**src/rtl/pipeline_ctrl.sv**
```systemverilog
// Pipeline control for the 5-stage core: turns hazard-unit stall/flush requests and busy
// signals into register load enables and per-stage valid bits. Counters under PIPELINE_PERF_CNT_EN.
module pipeline_ctrl #(
    parameter int CNT_WIDTH = 32
) (
    input  logic                 clock,
    input  logic                 reset,
    input  logic                 stall_if,
    input  logic                 stall_id,
    input  logic                 flush_id,
    input  logic                 flush_ex,
    input  logic                 flush_mem,
    input  logic                 if_valid,
    input  logic                 ex_busy,
    input  logic                 mem_busy,
    input  logic                 perf_clear,
    output logic                 pc_en,
    output logic                 en_if_id,
    output logic                 en_id_ex,
    output logic                 en_ex_mem,
    output logic                 valid_id,
    output logic                 valid_ex,
    output logic                 valid_mem,
    output logic                 valid_wb,
    output logic [CNT_WIDTH-1:0] cycle_cnt,
    output logic [CNT_WIDTH-1:0] instret_cnt,
    output logic [CNT_WIDTH-1:0] stall_cnt,
    output logic [CNT_WIDTH-1:0] flush_cnt
);

    logic hold_mem;
    logic hold_ex;
    logic hold_id;
    logic hold_if;
    logic flush_any;

    // A busy later stage freezes every stage in front of it.
    always_comb begin
        hold_mem  = mem_busy;
        hold_ex   = hold_mem | ex_busy;
        hold_id   = hold_ex | stall_id;
        hold_if   = hold_id | stall_if;
        flush_any = flush_id | flush_ex | flush_mem;
    end

    // Enable semantics: an enable high means that pipeline register loads its data on the
    // next rising edge; the matching valid bit says whether that data is a real instruction.
    assign pc_en     = !reset && !hold_if && (if_valid || flush_id);
    assign en_if_id  = !reset && !hold_id;
    assign en_id_ex  = !reset && !hold_ex;
    assign en_ex_mem = !reset && !hold_mem;

    // Flush wins over hold, so a frozen stage can still be turned into a bubble.
    always_ff @(posedge clock) begin
        if (reset) begin
            valid_id  <= 1'b0;
            valid_ex  <= 1'b0;
            valid_mem <= 1'b0;
            valid_wb  <= 1'b0;
        end else begin
            if (flush_id)
                valid_id <= 1'b0;
            else if (!hold_id)
                valid_id <= if_valid & ~stall_if;

            if (flush_ex)
                valid_ex <= 1'b0;
            else if (!hold_ex)
                valid_ex <= valid_id & ~stall_id;

            if (flush_mem)
                valid_mem <= 1'b0;
            else if (!hold_mem)
                valid_mem <= valid_ex & ~ex_busy;

            valid_wb <= valid_mem & ~mem_busy;
        end
    end

`ifdef PIPELINE_PERF_CNT_EN
    // Clear takes priority over counting, and the clearing cycle itself is not counted.
    always_ff @(posedge clock) begin
        if (reset || perf_clear) begin
            cycle_cnt   <= '0;
            instret_cnt <= '0;
            stall_cnt   <= '0;
            flush_cnt   <= '0;
        end else begin
            cycle_cnt <= cycle_cnt + CNT_WIDTH'(1);
            if (valid_wb)
                instret_cnt <= instret_cnt + CNT_WIDTH'(1);
            if (valid_id && hold_id)
                stall_cnt <= stall_cnt + CNT_WIDTH'(1);
            if (flush_any)
                flush_cnt <= flush_cnt + CNT_WIDTH'(1);
        end
    end
`else
    logic unused_perf;
    assign unused_perf = perf_clear | flush_any;

    assign cycle_cnt   = '0;
    assign instret_cnt = '0;
    assign stall_cnt   = '0;
    assign flush_cnt   = '0;
`endif

endmodule
```
**config.mk**
```make
export PLATFORM = sky130hd
export DESIGN_NAME = pipeline_ctrl
export DESIGN_NICKNAME = d
export VERILOG_FILES = /design/src/rtl/pipeline_ctrl.sv
export SDC_FILE = /design/constraint.sdc
export NUM_CORES = 1
export LEC_CHECK = 0
export ABC_AREA = 1
export BUFFER_PORTS_ARGS = -buffer_cell sky130_fd_sc_hd__buf_2
export CAP_MARGIN = 20
export CORE_MARGIN = 1
export CORE_UTILIZATION = 36
export CTS_BUF_LIST = sky130_fd_sc_hd__clkbuf_8
export DETAILED_ROUTE_END_ITERATION = 10
export GPL_ROUTABILITY_DRIVEN = 0
export PLACE_DENSITY = 0.88
export REMOVE_ABC_BUFFERS = 1
export SLEW_MARGIN = 15
export SYNTH_ARGS = -nofsm -noshare
export SYNTH_HDL_FRONTEND = slang
export SYNTH_SLANG_ARGS = --single-unit
```
**constraint.sdc**
```tcl
create_clock -name clock -period 0.9 [get_ports clock]
set_input_delay 0.18 -clock clock [delete_from_list [all_inputs] [get_ports clock]]
set_output_delay 0.18 -clock clock [all_outputs]
set_load 0.05 [all_outputs]
```
==> reports/metrics.cfg <==
[sta]
maxSlewViolCount = 0
period_share_pct = 105.8
hold_viol = 0
layout_setup_ws_ns = -0.05216
skew_ns = 0.001236
fin_crit_ns = 0.9522
rsz0062_at_grt = true
max_freq_ghz = 1.050
setup_viol = 3

[floorplan]
die_area_mm2 = 0.003507
chipHeight_um = 59.22
start_util_pct = 38.29
io_pins = 147
rows = 20
core_area_mm2 = 0.003078
die_width_um = 59.22

[synth]
ys_types = 14
synth.avg_cell_area_um2 = 7.321
synth_warnings = 0
netlist_instances = 161
netlist_area_mm2 = 0.001179
ys_seq_elements = 4
yosysSeqAreaShare_pct = 6.794

[cts]
cts_buffers = 3
htreeDepth = 1
clock_sinks = 4
cts_root_buf = clkbuf_8
clkLatencyLatePin_ns = 0.21
cts_tree = built
ctsHoldBuffers = 0
clockBufferDepth = 2
cts.clk_slew.worst_paths_ns = 0.03

[setup_path]
critPathRequiredTime_ns = 0.72
ff2ff_setup_slack_ns = 0.26
worstPathMaxFanout = 2
end_kind = primary output
cp.arrival_ns = 0.77
worst_setup_path_start_kind = input pin
path_class = in2out

[pwr]
p_clk_share_pct = 20.0
pwr-share-seq_pct = 9.8
p_comb_share_pct = 70.2
p_switching_mw = 1.318
power_density_mw_per_mm2 = 1845
leakagePower_nw = 0.6393
irDropWorstVdd_mv = 0.6908
p_int_mw = 0.5235
p_sw_share_pct = 71.58

[detailed_routing]
postRouteWirelength_um = 1297
wl_met1_um = 302
dr_wl_met3_um = 212
drc_errors = 0
vias = 627
wl_per_cell_um = 5.664
wl_met2_um = 757
drtIter0Drc = 8
detailedRoute.firstPassIterationCount = 2
ant_nets = 0
routed.top_layer = met4
drt-vias-per-instance = 2.738

[cells_and_area]
syn_to_final_growth_pct = -15.29
fill_cells = 333
layout-drive-gt1-share_pct = 18.92
diodes = 0
finalInstanceArea_um2 = 998.5
final_util_pct = 32.44
nNetsFinal = 198

[flow_run]
maxCapViolations = 0

[place]
port_buffers = 17
dp_hpwl_um = 1078
placedInstanceArea_um2 = 849.6

[worst_hold_path]
hold_path_class = in2reg

[global_routing]
antenna_found_initial = 0
grt_pass1_vias = 305
track_usage_pct = 5.007
grt_overflow_total = 0
grt_pass1_wl_um = 1173
grt_start_max_net_pins = 9

[run_status]
status = finished, violations left
violations = negative setup slack

-- flip-flops by register name (all words and copies together), names as in the netlist --
name	flops
valid_ex	1
valid_mem	1
valid_id	1
valid_wb	1
-- layout make-up --
| type | count | area, um^2 | share of cell area [%] |
|---|---|---|---|
| Sequential cell | 4 | 83.83 | 8.396 |
| Clock buffer | 3 | 41.29 | 4.135 |
| Tap cell | 44 | 55.05 | 5.514 |
| Timing Repair Buffer | 22 | 192.7 | 19.30 |
| Multi-Input combinational cell | 152 | 610.6 | 61.15 |
| Inverter | 4 | 15.01 | 1.504 |
-- layer usage --
layer | track usage [%] | vias up
met2 | 10.59 | 82
met1 | 3.030 | 265
li1 | - | 278
met5 | 0 | -
met4 | 5.102 | 0
met3 | 1.310 | 2
-- cell usage after synthesis --
library cell	n	area (um^2)
a21oi_1	3	15.01
buf_4	128	960.9
conb_1	1	3.750
dfxtp_1	4	80.08
inv_1	3	11.26
inv_2	1	3.750
nand2_1	7	26.28
nand2_2	1	6.260
nand3_1	2	10.01
nor2_1	6	22.52
nor2_4	1	11.26
nor3_2	1	10.01
o21ai_0	1	5.000
or2_1	2	12.51
-- kinds of logic (layout without fill, tap and decap cells) --
| logic type | Yosys count | after routing | synth area share, % |
|---|---|---|---|
| other | 1 | 128 | 0.3182 |
| flip-flops | 4 | 4 | 6.794 |
| AO/OA/AOI/OAI | 4 | 4 | 1.698 |
| AND/OR/NAND/NOR | 20 | 20 | 8.387 |
| buffers and inverters | 132 | 29 | 82.80 |
-- metrics by stage --
step / hold slack (ns) / std cells / TNS [ns] / total power [mW] / setup WS (ns)
floorplan: 0.2515 / 160 / -0.9766 / 1.387 / -0.3088
global placement: 0.4173 / 223 / -0.4977 / 1.432 / -0.2495
detailed placement: 0.4256 / 223 / -0.5066 / 1.434 / -0.2576
CTS: 0.1956 / 230 / -0.1036 / 1.839 / -0.05530
global route: 0.2095 / 229 / -0.2159 / 1.911 / -0.08755
finish: 0.1969 / 229 / -0.09503 / 1.842 / -0.05216
-- critical path, cell delays in order --
cell and delay (ns):
buf_8 0.10, nor2_4 0.12, nand2_2 0.06, nor3_2 0.12, buf_6 0.18
-- worst paths after layout --
path | from | to | cells past startpoint
worst max register to register | valid_id | valid_ex | 2
worst max-delay path | ex_busy | pc_en | 5
worst min-delay path | flush_mem | valid_mem | 3
worst min register to register | valid_mem | valid_mem | 2
-- power by group through the flow --
stage               clock network [mW]  logic, mW  registers, mW
floorplan                            0       1.20          0.186
finish                           0.368       1.29          0.181
global placement                     0       1.25          0.183
detailed placement                   0       1.25          0.183
global route                     0.395       1.33          0.181
CTS                              0.383       1.28          0.181
-- timing repair --
item                       in CTS  in global routing
pin swaps                       2                  1
setup endpoints to repair       7                  9
setup buffers                   4                  0
resized for setup              19                 10
-- cell usage in the layout (no fill, tap or decap), drive strengths merged --
| master | instances |
|---|---|
| nand2 | 8 |
| nand3 | 2 |
| or2 | 2 |
| dfxtp | 4 |
| o21ai | 1 |
| inv | 4 |
| buf | 21 |
| conb | 128 |
| clkbuf | 4 |
| nor2 | 7 |
| a21oi | 3 |
| nor3 | 1 |
Note: power is estimated with default switching activity, not from simulation.
